`src/rtl/forward_hazard_ctrl.sv`:
```
// forward_hazard_ctrl
//   Control side of EX-stage operand forwarding for a 5-stage in-order core.
//   A shadow ID/EX -> EX/MEM -> MEM/WB pipe tracks the destination/write/load
//   state of in-flight instructions. From that it derives the operand mux
//   selects, load-use stalls and taken-branch flushes, and it counts both
//   event types.
// Ports
//   clk, rst_n                  rising-edge clock, async active-low reset
//   id_valid/rs1/rs2/rd         instruction currently in decode
//   id_regwrite, id_memread     decode instruction writes rd / is a load
//   ex_branch_taken             branch/jump in EX resolved taken
//   ForwardA, ForwardB          00 regfile, 01 MEM/WB, 10 EX/MEM (11 unused)
//   stall                       hold PC and IF/ID
//   flush_if_id                 zero IF/ID on next edge
//   bubble_id_ex                load NOP into ID/EX on next edge
//   stall_count, flush_count    saturating event counters
module forward_hazard_ctrl #(
  parameter int REG_ADDR_W = 5,
  parameter int CNT_W      = 32
) (
  input  logic                  clk,
  input  logic                  rst_n,
  input  logic                  id_valid,
  input  logic [REG_ADDR_W-1:0] id_rs1,
  input  logic [REG_ADDR_W-1:0] id_rs2,
  input  logic [REG_ADDR_W-1:0] id_rd,
  input  logic                  id_regwrite,
  input  logic                  id_memread,
  input  logic                  ex_branch_taken,
  output logic [1:0]            ForwardA,
  output logic [1:0]            ForwardB,
  output logic                  stall,
  output logic                  flush_if_id,
  output logic                  bubble_id_ex,
  output logic [CNT_W-1:0]      stall_count,
  output logic [CNT_W-1:0]      flush_count
);

  typedef struct packed {
    logic                  valid;
    logic [REG_ADDR_W-1:0] rs1;
    logic [REG_ADDR_W-1:0] rs2;
    logic [REG_ADDR_W-1:0] rd;
    logic                  regwrite;
    logic                  memread;
  } ex_t;

  // Later stages only need what forwarding looks at.
  typedef struct packed {
    logic                  valid;
    logic [REG_ADDR_W-1:0] rd;
    logic                  regwrite;
  } wr_t;

  ex_t  ex_s;
  wr_t  mem_s, wb_s;
  logic live;   // low during reset and up to the first edge after it
  logic hazard;
  logic mem_fwd_ok, wb_fwd_ok;

  // Shadow pipe: always advances; a bubble replaces the decode instruction.
  always_ff @(posedge clk or negedge rst_n) begin
    if (!rst_n) begin
      ex_s  <= '0;
      mem_s <= '0;
      wb_s  <= '0;
      live  <= 1'b0;
    end else begin
      live <= 1'b1;
      if (bubble_id_ex) ex_s <= '0;
      else              ex_s <= '{id_valid, id_rs1, id_rs2, id_rd, id_regwrite, id_memread};
      mem_s <= '{ex_s.valid, ex_s.rd, ex_s.regwrite};
      wb_s  <= '{mem_s.valid, mem_s.rd, mem_s.regwrite};
    end
  end

  // Producers that may forward: valid, writing, and not targeting x0.
  assign mem_fwd_ok = mem_s.valid && mem_s.regwrite && (mem_s.rd != '0);
  assign wb_fwd_ok  = wb_s.valid  && wb_s.regwrite  && (wb_s.rd  != '0);

  always_comb begin
    ForwardA = 2'b00;
    ForwardB = 2'b00;
    if (ex_s.valid) begin
      // Nearer producer (EX/MEM) holds the newer value, so it is checked first.
      if      (mem_fwd_ok && mem_s.rd == ex_s.rs1) ForwardA = 2'b10;
      else if (wb_fwd_ok  && wb_s.rd  == ex_s.rs1) ForwardA = 2'b01;
      if      (mem_fwd_ok && mem_s.rd == ex_s.rs2) ForwardB = 2'b10;
      else if (wb_fwd_ok  && wb_s.rd  == ex_s.rs2) ForwardB = 2'b01;
    end
  end

  assign hazard = ex_s.valid && ex_s.memread && (ex_s.rd != '0) && id_valid &&
                  ((ex_s.rd == id_rs1) || (ex_s.rd == id_rs2));

  // A taken branch squashes the dependent instruction anyway, so it overrides the stall.
  assign flush_if_id  = live && ex_branch_taken;
  assign stall        = hazard && !flush_if_id;
  assign bubble_id_ex = hazard || flush_if_id;

  always_ff @(posedge clk or negedge rst_n) begin
    if (!rst_n) begin
      stall_count <= '0;
      flush_count <= '0;
    end else begin
      if (stall && stall_count != '1)       stall_count <= stall_count + 1'b1;
      if (flush_if_id && flush_count != '1) flush_count <= flush_count + 1'b1;
    end
  end

endmodule

```
`config.mk`:
```
export PLATFORM = sky130hd
export DESIGN_NAME = forward_hazard_ctrl
export DESIGN_NICKNAME = d
export VERILOG_FILES = /design/src/rtl/forward_hazard_ctrl.sv
export SDC_FILE = /design/constraint.sdc
export NUM_CORES = 1
export LEC_CHECK = 0
export ABC_CLOCK_PERIOD_IN_PS = 5700
export CELL_PAD_IN_SITES_DETAIL_PLACEMENT = 1
export CELL_PAD_IN_SITES_GLOBAL_PLACEMENT = 2
export CORE_ASPECT_RATIO = 2
export CORE_MARGIN = 2
export CORE_UTILIZATION = 35
export CTS_CLUSTER_SIZE = 16
export DETAILED_ROUTE_END_ITERATION = 10
export PLACE_DENSITY_LB_ADDON = 0.08
export SYNTH_ARGS = -nofsm -noshare
export SYNTH_HDL_FRONTEND = slang
export SYNTH_SLANG_ARGS = --single-unit
```
`constraint.sdc`:
```
create_clock -name clk -period 5.7 [get_ports clk]
set_input_delay 1.425 -clock clk [delete_from_list [all_inputs] [get_ports clk]]
set_output_delay 1.425 -clock clk [all_outputs]
set_load 0.1 [all_outputs]
```
==> flow_summary.toml, run 1 <==
[drt]
viasPerCell = 5.077
post_drt_wl_per_cell_um = 18.03
drtPass1Iterations = 4
post-route-drc-count = 0
drt_iter0_drc = 113
vias = 3295
postRouteAntennaNets = 0
wl_um = 11700

[power_and_ir_drop]
power_mw = 1.724
static-leakage-power_nw = 2.533
pwr-share-seq_pct = 44.8
power_density_nw_per_um2 = 297.1
power_frac_clock_pct = 36.6
vdd_drop_max_uv = 292.6
intPower_mw = 1.164
p_sw_uw = 559.6
combPwrFrac_pct = 18.6
netSwitchingFraction_pct = 32.46

[timing]
period_needed_ns = 4.705
setup_ws_ns = 0.9951
hold_viol_final = 0
fmax_ghz = 0.2125
fin_crit_sh_pct = 82.54
relSlewSlack_pct = 31.97
tightest_slew_ns = 1.017
drv_slew = 0
finalSetupViolCount = 0
rsz0062_at_grt = "no"
finClkSkew_ns = 0.01503
finalSetupTns_ns = 0

[worst_setup_path]
slowest_delay_ns = 0.55
worst_ep_required_time_ns = 4.28
critPathMaxFanout = 19
end_kind = "output pin"
cp_slowest_cell = "clkdlybuf4s50_1"
arrival_ns = 3.28
path_common_cell = "nor2_1"
path_class = "input port to output pin"
crit_path_start_kind = "input port"
crit_chain = "clkdlybuf4s50_1, xor2_1, nor3_1, a22oi_1, nor2_1, nor2_1, buf_4, inv_1, buf_12"

[finish]
nets = 520
stdcell_area_um2 = 5803
antenna_cells = 0
synthToLayoutAreaGrowth_pct = 32.17
drive_gt1_share_pct = 5.777

[place]
place_congestion = 0.8107
port_buffers = 91
place_ws_ns = 0.9760
place_area_um2 = 5493
place_hpwl_um = 8852

[clock_tree]
hold_buffers = 0
cts_tree = "done"
cts_setup_buffers = 0
clk_pin_slew_worst_paths_ns = 0.08
clkSinkCount = 97
cts-root-buf = "clkbuf_16"
htreeDepth = 3
cts-resized-gates = 0
numCtsBuffers = 9
cts_buffer_depth = 2
clkLatencyLatePin_ns = 0.35

[floorplanning]
die_height_um = 162.4
ios = 92
die_area_um2 = 13510
die_x_um = 83.20
rows = 57
initial_core_util_pct = 36.00
core_area_um2 = 12200

[status]
outcome = "finished clean"

[synthesis]
synth_top_cell_by_area = "dfrtp_1"
synth_cells = 396
syn_area_um2 = 4390
ys_ff_latch = 97
ys_types = 34
syn_avg_cell_area_um2 = 11.09
synth_area_leaders = "dfrtp_1 (55%), xnor2_1 (9.0%), xor2_1 (9.0%), and2_1 (3.4%), nand3_1 (3.1%)"
async_flop_share_pct = 100.0
ys_seq_area_share_pct = 55.29
syn-num-nets = 419
synth_warnings = 0
synthFlopType = "dfrtp_1"
yosys.area.top_type_share_pct = 55.29
synth_most_common_cell = "dfrtp_1"
synth_edf_count = 0
synthTopCellsByCount = "dfrtp_1 (97), xnor2_1 (45), xor2_1 (45)"

[global_route]
grt_pass1_wl_um = 19670
antenna_found_initial = 0
grt_pass1_vias = 3779
grt_max_degree = 76
grt_overflow = 0
grt_use_total_pct = 18.40

[flow_run]
drv_cap = 0

[hold_path]
hp-class = "flop to flop"
[state kept, by name, indices dropped and copies added, names as in the netlist]
name and flops:
ex_s 18, live 1, mem_s 7, flush_count 32, stall_count 32, wb_s 7
[layout by cell type (no fill, tap or decap), types with 15 or more instances in the layout]
| cell | synthesis | layout |
|---|---|---|
| and2_1 | 24 | 24 |
| nand2_1 | 25 | 25 |
| nor2_1 | 25 | 25 |
| nor3_1 | 15 | 15 |
| dfrtp_1 | 97 | 97 |
| nand3_1 | 27 | 27 |
| xor2_1 | 45 | 45 |
| xnor2_1 | 45 | 45 |
| clkdlybuf4s50_1 | 0 | 87 |
| nand4_1 | 19 | 19 |
[path summary, 6_finish.rpt]
check / from / endpoint / slack [ns] / depth (start not counted)
max: id_rs1[0] / bubble_id_ex / 1.0 / 9
min: ex_s[1] / mem_s[0] / 0.36 / 0
max reg2reg: stall_count[0] / stall_count[1] / 2.97 / 7
min reg2reg: ex_s[1] / mem_s[0] / 0.36 / 0
max in group asynchronous: rst_n / flush_count[19] / 3.57 / 2
min in group asynchronous: rst_n / mem_s[1] / 1.22 / 1
[stage by stage]
stage | utilization [%] | cells | hold slack, ns
floorplan | - | 396 | 0.3312
global placement | 45.04 | 633 | 0.3390
detailed placement | 45.04 | 633 | 0.3483
CTS | 47.58 | 649 | 0.3654
global route | 47.58 | 649 | 0.3717
finish | 47.58 | 649 | 0.3621
[power groups by stage]
stage          combinational (mW)  clock (mW)  sequential, mW
4_1_cts                     0.324       0.650           0.773
3_5_place_dp                0.323           0           0.785
6_report                    0.320       0.632           0.772
5_1_grt                     0.339       0.680           0.778
2_1_floorplan              0.0682           0           0.931
3_3_place_gp                0.320           0           0.784
[critical path: cells and delay by family]
kind | cells | cell delay [ns]
buffers and inverters | 4 | 1.04
xor gates and xnor gates | 1 | 0.17
AOI/OAI and AO/OA | 1 | 0.38
and+or+nand+nor | 3 | 0.28
[final cells by class]
cell class | count | area [um2]
Fill cell | 1338 | 6392
Sequential cell | 97 | 2427
Multi-Input combinational cell | 286 | 1904
Timing Repair Buffer | 96 | 950.9
Clock buffer | 9 | 225.2
Tap cell | 147 | 183.9
Clock inverter | 7 | 85.08
Inverter | 7 | 26.28
[per-layer routing]
layer / share of wire [%] / GRT usage [%]
met5: 0 / 0
met2: 56 / 35.08
met1: 38 / 20.03
met3: 3.8 / 3.801
met4: 1.9 / 5.887
[kinds of logic after synthesis]
family	share of synthesized area (%)
fa+ha+maj	0.5699
xor+xnor	17.95
simple gates	22.60
other cells	0.08541
mux	0.7694
buf+inv	1.339
compound gates	1.396
flops	55.29
No activity file was read; power rests on OpenSTA's default activity.
==> run 2: changes to the inputs <==
--- a/config.mk
+++ b/config.mk
@@ -5,12 +5,12 @@
 export SDC_FILE = /design/constraint.sdc
 export NUM_CORES = 1
 export LEC_CHECK = 0
-export ABC_CLOCK_PERIOD_IN_PS = 5700
+export ABC_CLOCK_PERIOD_IN_PS = 4450
 export CELL_PAD_IN_SITES_DETAIL_PLACEMENT = 1
 export CELL_PAD_IN_SITES_GLOBAL_PLACEMENT = 2
 export CORE_ASPECT_RATIO = 2
 export CORE_MARGIN = 2
-export CORE_UTILIZATION = 35
+export CORE_UTILIZATION = 33
 export CTS_CLUSTER_SIZE = 16
 export DETAILED_ROUTE_END_ITERATION = 10
 export PLACE_DENSITY_LB_ADDON = 0.08
==> constraint.sdc (replaced) <==
create_clock -name clk -period 4.45 [get_ports clk]
set_input_delay 1.1125 -clock clk [delete_from_list [all_inputs] [get_ports clk]]
set_output_delay 1.1125 -clock clk [all_outputs]
set_load 0.1 [all_outputs]
==> run 2 against run 1 <==
  * Cell area up 0.60%
  * Clock skew down 0.0057 ns
  * Cell count up 0.77%
  * Flip-flop and latch count unchanged
  * Non-clock buffer count unchanged
  * Critical path type unchanged
  * Critical endpoint is now stall
  * Largest cell class unchanged
==> flow_summary.toml, run 2 (same netlist as run 1, synthesis figures left out) <==
[floorplanning]
ios = 92
initial_core_util_pct = 33.79
core_area_um2 = 12990
rows = 59
die_x_um = 85.56
die_height_um = 167.1
die_area_um2 = 14300

[clock_tree]
cts-root-buf = "clkbuf_16"
numCtsBuffers = 9
htreeDepth = 3
clk_pin_slew_worst_paths_ns = 0.07
clkLatencyLatePin_ns = 0.34
hold_buffers = 0
cts_setup_buffers = 0
cts_buffer_depth = 2
cts-resized-gates = 0
clkSinkCount = 97
cts_tree = "done"

[worst_setup_path]
crit_family = "simple AND/OR/NAND/NOR gates"
reg2reg_depth = 6
critPathCapture = "stall"
crit_chain = "clkdlybuf4s50_1, xor2_1, nor3_1, a22oi_1, nor2_1, buf_12"
path_class = "input port to output pin"
rr_startpoint = "stall_count[2]"
crit_path_start_kind = "input port"
end_kind = "output pin"
slowest_delay_ns = 0.44
arrival_ns = 2.87
rr_endpoint = "stall_count[1]"
crit_buf_inv = 2
cp-startpoint = "id_rs2[0]"
worst_ep_required_time_ns = 3.34
crit_cells = 6
rrSetupSlack_ns = 1.68
critPathMaxFanout = 5
cp_slowest_cell = "clkdlybuf4s50_1"

[place]
place_area_um2 = 5514
place_congestion = 0.7925
place_ws_ns = 0.4331
place_hpwl_um = 9085
port_buffers = 91

[finish]
fill_cells = 1438
drive_gt1_share_pct = 6.972
stdcell_area_um2 = 5838
synthToLayoutAreaGrowth_pct = 32.97
antenna_cells = 0
layout_commonest_cell = "dfrtp_1"
nets = 520
final_cell_mix = "dfrtp_1 (97), clkdlybuf4s50_1 (83), xnor2_1 (45), xor2_1 (45), nand3_1 (27)"
reg_top3 = "flush_count x32, stall_count x32, ex_s x18"

[timing]
fin_crit_sh_pct = 89.48
finalSetupViolCount = 0
fmax_ghz = 0.2511
relSlewSlack_pct = 32.31
tightest_slew_ns = 1.012
rsz0062_at_grt = "no"
timing.hold.ws_ns = 0.3539
drv_slew = 0
hold_viol_final = 0
finalSetupTns_ns = 0
period_needed_ns = 3.982
setup_ws_ns = 0.4681
finClkSkew_ns = 0.009315

[global_route]
grt_use_total_pct = 18.13
grt_pass1_vias = 3725
grt_pass1_wl_um = 20110
antenna_found_initial = 0
grt_overflow = 0
grt_max_degree = 71

[drt]
vias = 3321
wl_um = 11950
postRouteAntennaNets = 0
drtPass1Iterations = 4
post-route-drc-count = 0
drt_iter0_drc = 63
viasPerCell = 5.078
post_drt_wl_per_cell_um = 18.26

[power_and_ir_drop]
power_density_nw_per_um2 = 384.8
vdd_drop_max_uv = 568.0
static-leakage-power_nw = 2.548

[flow_run]
drv_cap = 0

[status]
outcome = "finished clean"

[hold_path]
hp-class = "flop to flop"
==> run 2: cell types whose count changed in the layout (fill, tap and decap cells not counted), moves of 2 or more <==
cell	change
buf_4	+3
clkdlybuf4s50_1	-4
clkinv_4	-2
nor4_1	-2
nor4_2	+2
==> run 2: stage by stage <==
step                cells  util, %  power, mW
floorplan             396        -      1.280
global placement      638    42.44      1.417
detailed placement    638    42.44      1.421
CTS                   654    44.93      2.279
global route          654    44.93      2.344
finish                654    44.93      2.247
==> run 2: how the worst min path moves through the flow <==
stage,from,to,slack [ns],depth (start not counted)
4_1_cts,ex_s[1],mem_s[0],0.36,0
3_3_place_gp,ex_s[1],mem_s[0],0.34,0
2_1_floorplan,ex_s[1],mem_s[0],0.33,0
3_5_place_dp,ex_s[1],mem_s[0],0.34,0
6_report,ex_s[1],mem_s[0],0.35,0
5_1_grt,ex_s[1],mem_s[0],0.38,0
==> run 2: cell type report <==
cell class,instances,area (um2),share of cell area [%]
clock inverter,7,98.84,1.693
timing repair buffer,96,953.4,16.33
clock buffer,9,225.2,3.858
sequential,97,2427,41.58
inverter,7,26.28,0.4501
multi-input combinational,286,1917,32.83
tap,152,190.2,3.258
==> run 2: power by group <==
group	total [mW]	switching, mW	internal [mW]	leakage [nW]
Sequential	0.986	0.0576	0.929	1.28
Combinational	0.413	0.298	0.115	1.11
Clock	0.847	0.349	0.498	0.157
==> run 2: layer usage <==
| metal | vias to the layer above | share of wire [%] | global-route usage (%) |
|---|---|---|---|
| met2 | 68 | 57 | 33.12 |
| li1 | 1560 | - | - |
| met1 | 1670 | 37 | 20.29 |
| met4 | 0 | 3.0 | 7.660 |
| met3 | 23 | 3.0 | 3.006 |
| met5 | - | 0 | 0 |
==> run 3: changes to the inputs <==
--- a/config.mk
+++ b/config.mk
@@ -8,11 +8,12 @@
 export ABC_CLOCK_PERIOD_IN_PS = 4450
 export CELL_PAD_IN_SITES_DETAIL_PLACEMENT = 1
 export CELL_PAD_IN_SITES_GLOBAL_PLACEMENT = 2
-export CORE_ASPECT_RATIO = 2
+export CORE_ASPECT_RATIO = 1.75
 export CORE_MARGIN = 2
 export CORE_UTILIZATION = 33
 export CTS_CLUSTER_SIZE = 16
 export DETAILED_ROUTE_END_ITERATION = 10
+export GPL_TIMING_DRIVEN = 0
 export PLACE_DENSITY_LB_ADDON = 0.08
 export SYNTH_ARGS = -nofsm -noshare
 export SYNTH_HDL_FRONTEND = slang
==> run 3 against run 2 <==
  * Combinational power hardly changed
  * Flip-flop and latch count is the same
  * Sequential share of layout area down 0.30 points
  * Critical path depth is the same
  * First-iteration DRC count is 32% lower
  * Largest power group unchanged
  * Die area fell by 0.14%
  * Global-route usage decreased by 1.3 points
  * Worst setup slack worse by 0.34 ns
  * Power down 2.9%
==> flow_summary.toml, run 3 (same netlist as run 1, synthesis figures left out) <==
[status]
outcome = "finished clean"

[power_and_ir_drop]
power_density_nw_per_um2 = 371.1
static-leakage-power_nw = 2.531
vdd_drop_max_uv = 482.3

[clock_tree]
numCtsBuffers = 9
clkLatencyLatePin_ns = 0.33
cts-root-buf = "clkbuf_16"
clkSinkCount = 97
cts_buffer_depth = 2
hold_buffers = 0
htreeDepth = 3
clk_pin_slew_worst_paths_ns = 0.07
cts_tree = "done"

[drt]
viasPerCell = 4.861
postRouteAntennaNets = 0
post-route-drc-count = 0
drtPass1Iterations = 4
post_drt_wl_per_cell_um = 16.68
vias = 3286
drt_iter0_drc = 43
wl_um = 11280

[finish]
layout_commonest_cell = "dfrtp_1"
reg_top3 = "flush_count x32, stall_count x32, ex_s x18"
instances_no_fill = 676
nets = 523
antenna_cells = 0
drive_gt1_share_pct = 6.733
final_cell_mix = "dfrtp_1 (97), clkdlybuf4s50_1 (88), xnor2_1 (45), xor2_1 (45), nand3_1 (27)"
stdcell_area_um2 = 5881
synthToLayoutAreaGrowth_pct = 33.94

[timing]
setup_ws_ns = 0.1251
tightest_slew_ns = 1.008
drv_slew = 0
finalSetupViolCount = 0
fmax_ghz = 0.2312
relSlewSlack_pct = 32.58
fin_crit_sh_pct = 97.19
hold_viol_final = 0
timing.hold.ws_ns = 0.3540
rsz0062_at_grt = "no"
finClkSkew_ns = 0.007672
period_needed_ns = 4.325

[worst_setup_path]
arrival_ns = 3.21
path_class = "input port to output pin"
end_kind = "output pin"
critPathMaxFanout = 9
worst_ep_required_time_ns = 3.34
crit_path_start_kind = "input port"

[floorplanning]
rows = 55
die_height_um = 156.6
ios = 92
die_area_um2 = 14280
core_area_um2 = 12940
die_x_um = 91.19
initial_core_util_pct = 33.94

[hold_path]
hp-class = "flop to flop"

[place]
port_buffers = 91
dp.cells = 660
place_congestion = 0.7678
place_ws_ns = -0.9441
place_area_um2 = 5560
place_hpwl_um = 8689

[global_route]
grt_use_total_pct = 16.86
grt_max_degree = 55
antenna_found_initial = 0
grt_pass1_wl_um = 18890
grt_overflow = 0
grt_pass1_vias = 3628

[flow_run]
drv_cap = 0
-- run 3: cell count changes in the layout (fill, tap and decap cells not counted), moves of 2 or more --
cell             previous run  this run
buf_12                      2         0
buf_2                       0         2
buf_4                      11         2
clkbuf_1                    0         2
clkdlybuf4s50_1            83        88
clkinv_4                    0         2
inv_6                       3         0
nor2_1                     25        23
-- run 3: layout make-up --
class	instances	area, um2
flip-flops and latches	97	2427
fillers	1476	7057
well taps	171	214.0
repair buffers	93	940.9
multi-input cells	286	1932
clock inverters	6	67.56
clock buffers	10	239.0
inverters	7	26.28
plain buffers	6	33.78
-- run 3: final timing paths --
path                              endpoint  depth (start not counted)            from  slack (ns)
min reg2reg                       mem_s[0]                          0         ex_s[1]        0.35
min in group asynchronous          wb_s[6]                          1           rst_n        0.76
max reg2reg                 stall_count[4]                          9  stall_count[2]        1.83
max                                  stall                          6       id_rs2[2]        0.13
min                               mem_s[0]                          0         ex_s[1]        0.35
max in group asynchronous  flush_count[24]                          2           rst_n        3.00
-- run 3: power breakdown --
part / internal (mW) / switching [mW] / total, mW
Clock: 0.452 / 0.331 / 0.783
Combinational: 0.116 / 0.297 / 0.412
Sequential: 0.929 / 0.0579 / 0.987
-- run 3: timing repair --
item / 4_1_cts / 5_1_grt
endpoints found under the setup margin: 2 / 1
gates resized for setup: 13 / 2
buffers inserted: 0 / 0
-- run 3: through the flow --
step                setup TNS, ns  total power, mW  utilization [%]
floorplan                       0            1.280                -
global placement          -151.19            1.411            42.68
detailed placement         -1.660            1.419            42.98
CTS                             0            2.224            45.40
global route                    0            2.285            45.45
finish                          0            2.182            45.45
-- run 3: critical path: stages --
cell	delay, ns
clkdlybuf4s50_1	0.43
xor2_1	0.15
nor3_1	0.35
a22oi_2	0.17
nor2_2	0.38
clkdlybuf4s18_2	0.61
-- run 3: routing by layer --
| layer | vias up | wire (um) | GRT usage (%) |
|---|---|---|---|
| met4 | 0 | 174 | 5.628 |
| met3 | 12 | 411 | 3.370 |
| met5 | - | 0 | 0 |
| met2 | 62 | 6549 | 32.80 |
| li1 | 1567 | - | - |
| met1 | 1645 | 4141 | 17.81 |
==> RTL edit 1, RTL diff (flow settings as in run 2) <==
The parameter `REG_ADDR_W` goes from 5 to 4.
--- a/src/rtl/forward_hazard_ctrl.sv
+++ b/src/rtl/forward_hazard_ctrl.sv
@@ -15,7 +15,7 @@
 //   bubble_id_ex                load NOP into ID/EX on next edge
 //   stall_count, flush_count    saturating event counters
 module forward_hazard_ctrl #(
-  parameter int REG_ADDR_W = 5,
+  parameter int REG_ADDR_W = 4,
   parameter int CNT_W      = 32
 ) (
   input  logic                  clk,
Ports: changed (resized id_rd, id_rs1 and id_rs2); port bits go from 92 to 89. The function was not compared with the original's and may differ.
==> RTL edit 1 against run 2 <==
- final area decreased by 2.7%
- sequential cell count decreased by 5
- fmax increased by 1.9%
- clock power decreased by 8.5%
- sequential power decreased by 3.8%
- utilization increased by 0.062 points
- routed wire length decreased by 6.0%
- area after synthesis decreased by 2.5%
- largest power group unchanged
- setup slack improved by 73 ps
- combinational power increased by 9.0%
- power decreased by 3.2%
==> RTL edit 1: results (changes against run 2) <==
- Detailed placer's ending HPWL: 8.643 mm (-4.9%)
- Vias in the first global route: 3617 (-2.9%)
- Slew at the pin closest to its max-slew limit: 999.9 ps (-12.34 ps)
- First-pass GRT wire length: 18.88 mm (-6.1%)
- Nets@finish: 501 (-3.7%)
- Peak supply drop: 283.5 µV (-50%)
- Vias: 3249 (-2.2%)
- DR pass1 iterations: 3 (-1)
- Fillers: 1388 (-3.5%)
- Top flop regs: flush_count x32, stall_count x32, ex_s x15
- FF-to-FF path depth: 7 (+1)
- Status: complete, no violations
- DR iter-0 viols: 85 (+35%)
- Pre-CTS WS: 521.1 ps (+88.02 ps)
- Share of layout cells above drive strength 1: 9.877% (+2.9 points)
- GRT Total Usage: 17.50% (-0.63 points)
- GP Congestion: 0.7608 (-4.0%)
- Commonest cells in the netlist: dfrtp_1 (92), xnor2_1 (57), nand2_1 (31)
- Register area share after synthesis: 53.77% (-1.5 points)
- Synth area leaders: dfrtp_1 (54%), xnor2_1 (12%), xor2_1 (4.9%)
- Worst Path Arrival: 2800 ps (-70 ps)
- Largest net degree at the start of global routing: 63 (-11%)
- Final wirelength: 11.23 mm (-6.0%)
- Syn nets: 405 (-3.3%)
- Clk_skew: 9.700 ps (+0.3848 ps)
- Yosys cell types: 39 (+15%)
- PortBufs: 88 (-3.3%)
- CP max FO: 13 (+8)
## RTL edit 1: power by group
group | internal, mW | switching [mW] | total, mW | leakage, nW
sequential | 0.884 | 0.0651 | 0.949 | 1.22
clock | 0.453 | 0.323 | 0.775 | 0.146
combinational | 0.123 | 0.327 | 0.450 | 1.06
total | 1.46 | 0.715 | 2.17 | 2.43
## RTL edit 1: logic make-up after synthesis
logic type | Yosys count | share of synthesized area (%)
compound gates | 7 | 1.695
xor+xnor | 83 | 17.33
fa+ha+maj | 2 | 0.5844
buf+inv | 16 | 1.490
flops | 92 | 53.77
mux | 2 | 0.5260
other cells | 1 | 0.08758
simple gates | 182 | 24.52
## RTL edit 1: layout make-up
class | instances | area share, %
Clock inverter | 5 | 1.057
Timing Repair Buffer | 93 | 16.56
Sequential cell | 92 | 40.52
Inverter | 8 | 0.5285
Tap cell | 150 | 3.303
Multi-Input combinational cell | 277 | 33.76
Clock buffer | 11 | 4.272
## RTL edit 1: final timing paths
path / from / end / slack [ps]
max: id_rs2[3] / bubble_id_ex / 540
min: ex_s[1]$_DFF_PN0_ / mem_s[0]$_DFF_PN0_ / 350
max reg2reg: ex_s[2]$_DFF_PN0_ / stall_count[13]$_DFFE_PN0P_ / 1840
min reg2reg: ex_s[1]$_DFF_PN0_ / mem_s[0]$_DFF_PN0_ / 350
max in group asynchronous: rst_n / stall_count[20]$_DFFE_PN0P_ / 2820
min in group asynchronous: rst_n / wb_s[1]$_DFF_PN0_ / 850
## RTL edit 1: metrics by stage
stage	cells	power, mW	hold WS [ps]	cell area, µm²
after floorplan	385	1.272	331.2	4284
after global placement	620	1.416	337.9	5379
after detailed placement	620	1.422	338.7	5379
after CTS	636	2.217	353.5	5682
after global routing	636	2.274	369.7	5682
final	636	2.174	349.9	5682
## RTL edit 1: per-layer routing
metal | wire length (µm) | vias to the layer above | part of all wire [%] | track usage (%)
met5 | 0 | - | 0 | 0
met4 | 138 | 0 | 1.2 | 5.772
met3 | 404 | 6 | 3.6 | 4.175
met2 | 6410 | 62 | 57 | 32.78
met1 | 4274 | 1648 | 38 | 19.10
li1 | - | 1533 | - | -
==> RTL edit 2, RTL diff (settings of run 2) <==
Made on the original files. Put one more register stage on the output `flush_count`, with the module's reset. The value now appears one clock later. The other outputs are not delayed to match.
--- a/src/rtl/forward_hazard_ctrl.sv
+++ b/src/rtl/forward_hazard_ctrl.sv
@@ -52,6 +52,8 @@
     logic                  regwrite;
   } wr_t;
 
+  logic [CNT_W-1:0] flush_count_s0;
+
   ex_t  ex_s;
   wr_t  mem_s, wb_s;
   logic live;   // low during reset and up to the first edge after it
@@ -101,10 +103,18 @@
   always_ff @(posedge clk or negedge rst_n) begin
     if (!rst_n) begin
       stall_count <= '0;
+      flush_count_s0 <= '0;
+    end else begin
+      if (stall && stall_count != '1)       stall_count <= stall_count + 1'b1;
+      if (flush_if_id && flush_count_s0 != '1) flush_count_s0 <= flush_count_s0 + 1'b1;
+    end
+  end
+
+  always_ff @(posedge clk or negedge rst_n) begin
+    if (!rst_n) begin
       flush_count <= '0;
     end else begin
-      if (stall && stall_count != '1)       stall_count <= stall_count + 1'b1;
-      if (flush_if_id && flush_count != '1) flush_count <= flush_count + 1'b1;
+      flush_count <= flush_count_s0;
     end
   end
 
Function: changed (Yosys sat finds a counterexample within 4 cycles, from zero or initial values and one cycle with rst_n low).
==> RTL edit 2 against run 2 <==
- routed wire length increased by 9.9%
- power is 46% higher
- fmax is 5.0% higher
- sequential cell count up 32
- final area rose by 22%
- worst hold slack worse by 4.6 ps
- area after synthesis rose by 20%
- setup slack improved by 190 ps
- synthesized cell count up 8.1%
- die area up 19%
- critical path type unchanged
- largest cell class unchanged
- largest power group is now the clock network
==> RTL edit 2: results (changes against run 2) <==
- Detailed placer's ending HPWL: 9.525 mm (+4.8%)
- Register area share after synthesis: 61.37% (+6.1 points)
- Plain + repair buffers: 95 (-1.0%)
- Clock-cell share: 9.225% (+3.7 points)
- Clk_skew: 8.890 ps (-0.4253 ps)
- CP max FO: 2 (-3)
- FF-to-FF path depth: 7 (+1)
- Worst Path Arrival: 2680 ps (-190 ps)
- Leakage: 3.162 nW (+24%)
- First-pass GRT wire length: 21.76 mm (+8.2%)
- Synth Area in XOR/XNOR: 14.99% (-3.0 points)
- Via-to-Cell Ratio: 4.875 (-4.0%)
- Synth area leaders: dfrtp_1 (61%), xnor2_1 (8.2%), xor2_1 (6.8%)
- R2R Setup Slk: 2040 ps (+360 ps)
- Nets@finish: 562 (+8.1%)
- Register area: 0.003228 mm² (+33%)
- CTS H-tree depth: 4 (+1)
- Largest net degree at the start of global routing: 130 (+83%)
- Drt wl/cell: 17.44 µm (-4.5%)
- Non-clock inverter count: 5 (-2)
- Pre-CTS WS: 603.9 ps (+170.8 ps)
- Share of layout cells above drive strength 1: 10.69% (+3.7 points)
- Mux contribution to synthesized area: 0.6422% (-0.13 points)
- Area of the multi-input gates: 0.002007 mm² (+4.7%)
- #MultiIn Comb: 291 (+1.7%)
- Status: complete, no violations
- Fin Hold WS: 349.3 ps (-4.645 ps)
- Final wirelength: 13.13 mm (+9.9%)
- GRT Total Usage: 16.80% (-1.3 points)
- RR Startpoint: stall_count[0]$_DFFE_PN0P_
- Yosys cell types: 37 (+8.8%)
- GP Congestion: 0.7462 (-5.8%)
- Commonest cells in the netlist: dfrtp_1 (129), xnor2_1 (49), xor2_1 (41)
- Fillers: 1656 (+15%)
- Peak supply drop: 309.6 µV (-45%)
[RTL edit 2: cell count changes in the layout (fill, tap and decap cells not counted), moves of 4 or more]
cell / run 2 / this run
nor2_1: 25 / 21
dfrtp_1: 97 / 129
nand2_1: 25 / 31
xor2_1: 45 / 41
nor4_1: 5 / 9
clkinv_4: 0 / 4
clkbuf_16: 9 / 17
xnor2_1: 45 / 49
[RTL edit 2: power by group through the flow]
| stage | logic [mW] | registers [mW] | clock network (mW) |
|---|---|---|---|
| floorplan | 0.0912 | 1.51 | 0 |
| global placement | 0.413 | 1.34 | 0 |
| detailed placement | 0.417 | 1.33 | 0 |
| CTS | 0.418 | 1.32 | 1.58 |
| global route | 0.438 | 1.32 | 1.64 |
| finish | 0.411 | 1.31 | 1.54 |
[RTL edit 2: metal layers]
layer	share of wire [%]	global-route usage, %	up-vias
met5	0	0	-
met4	1.6	7.000	0
met3	3.1	3.675	15
met2	59	31.51	69
met1	37	17.55	1884
li1	-	-	1703
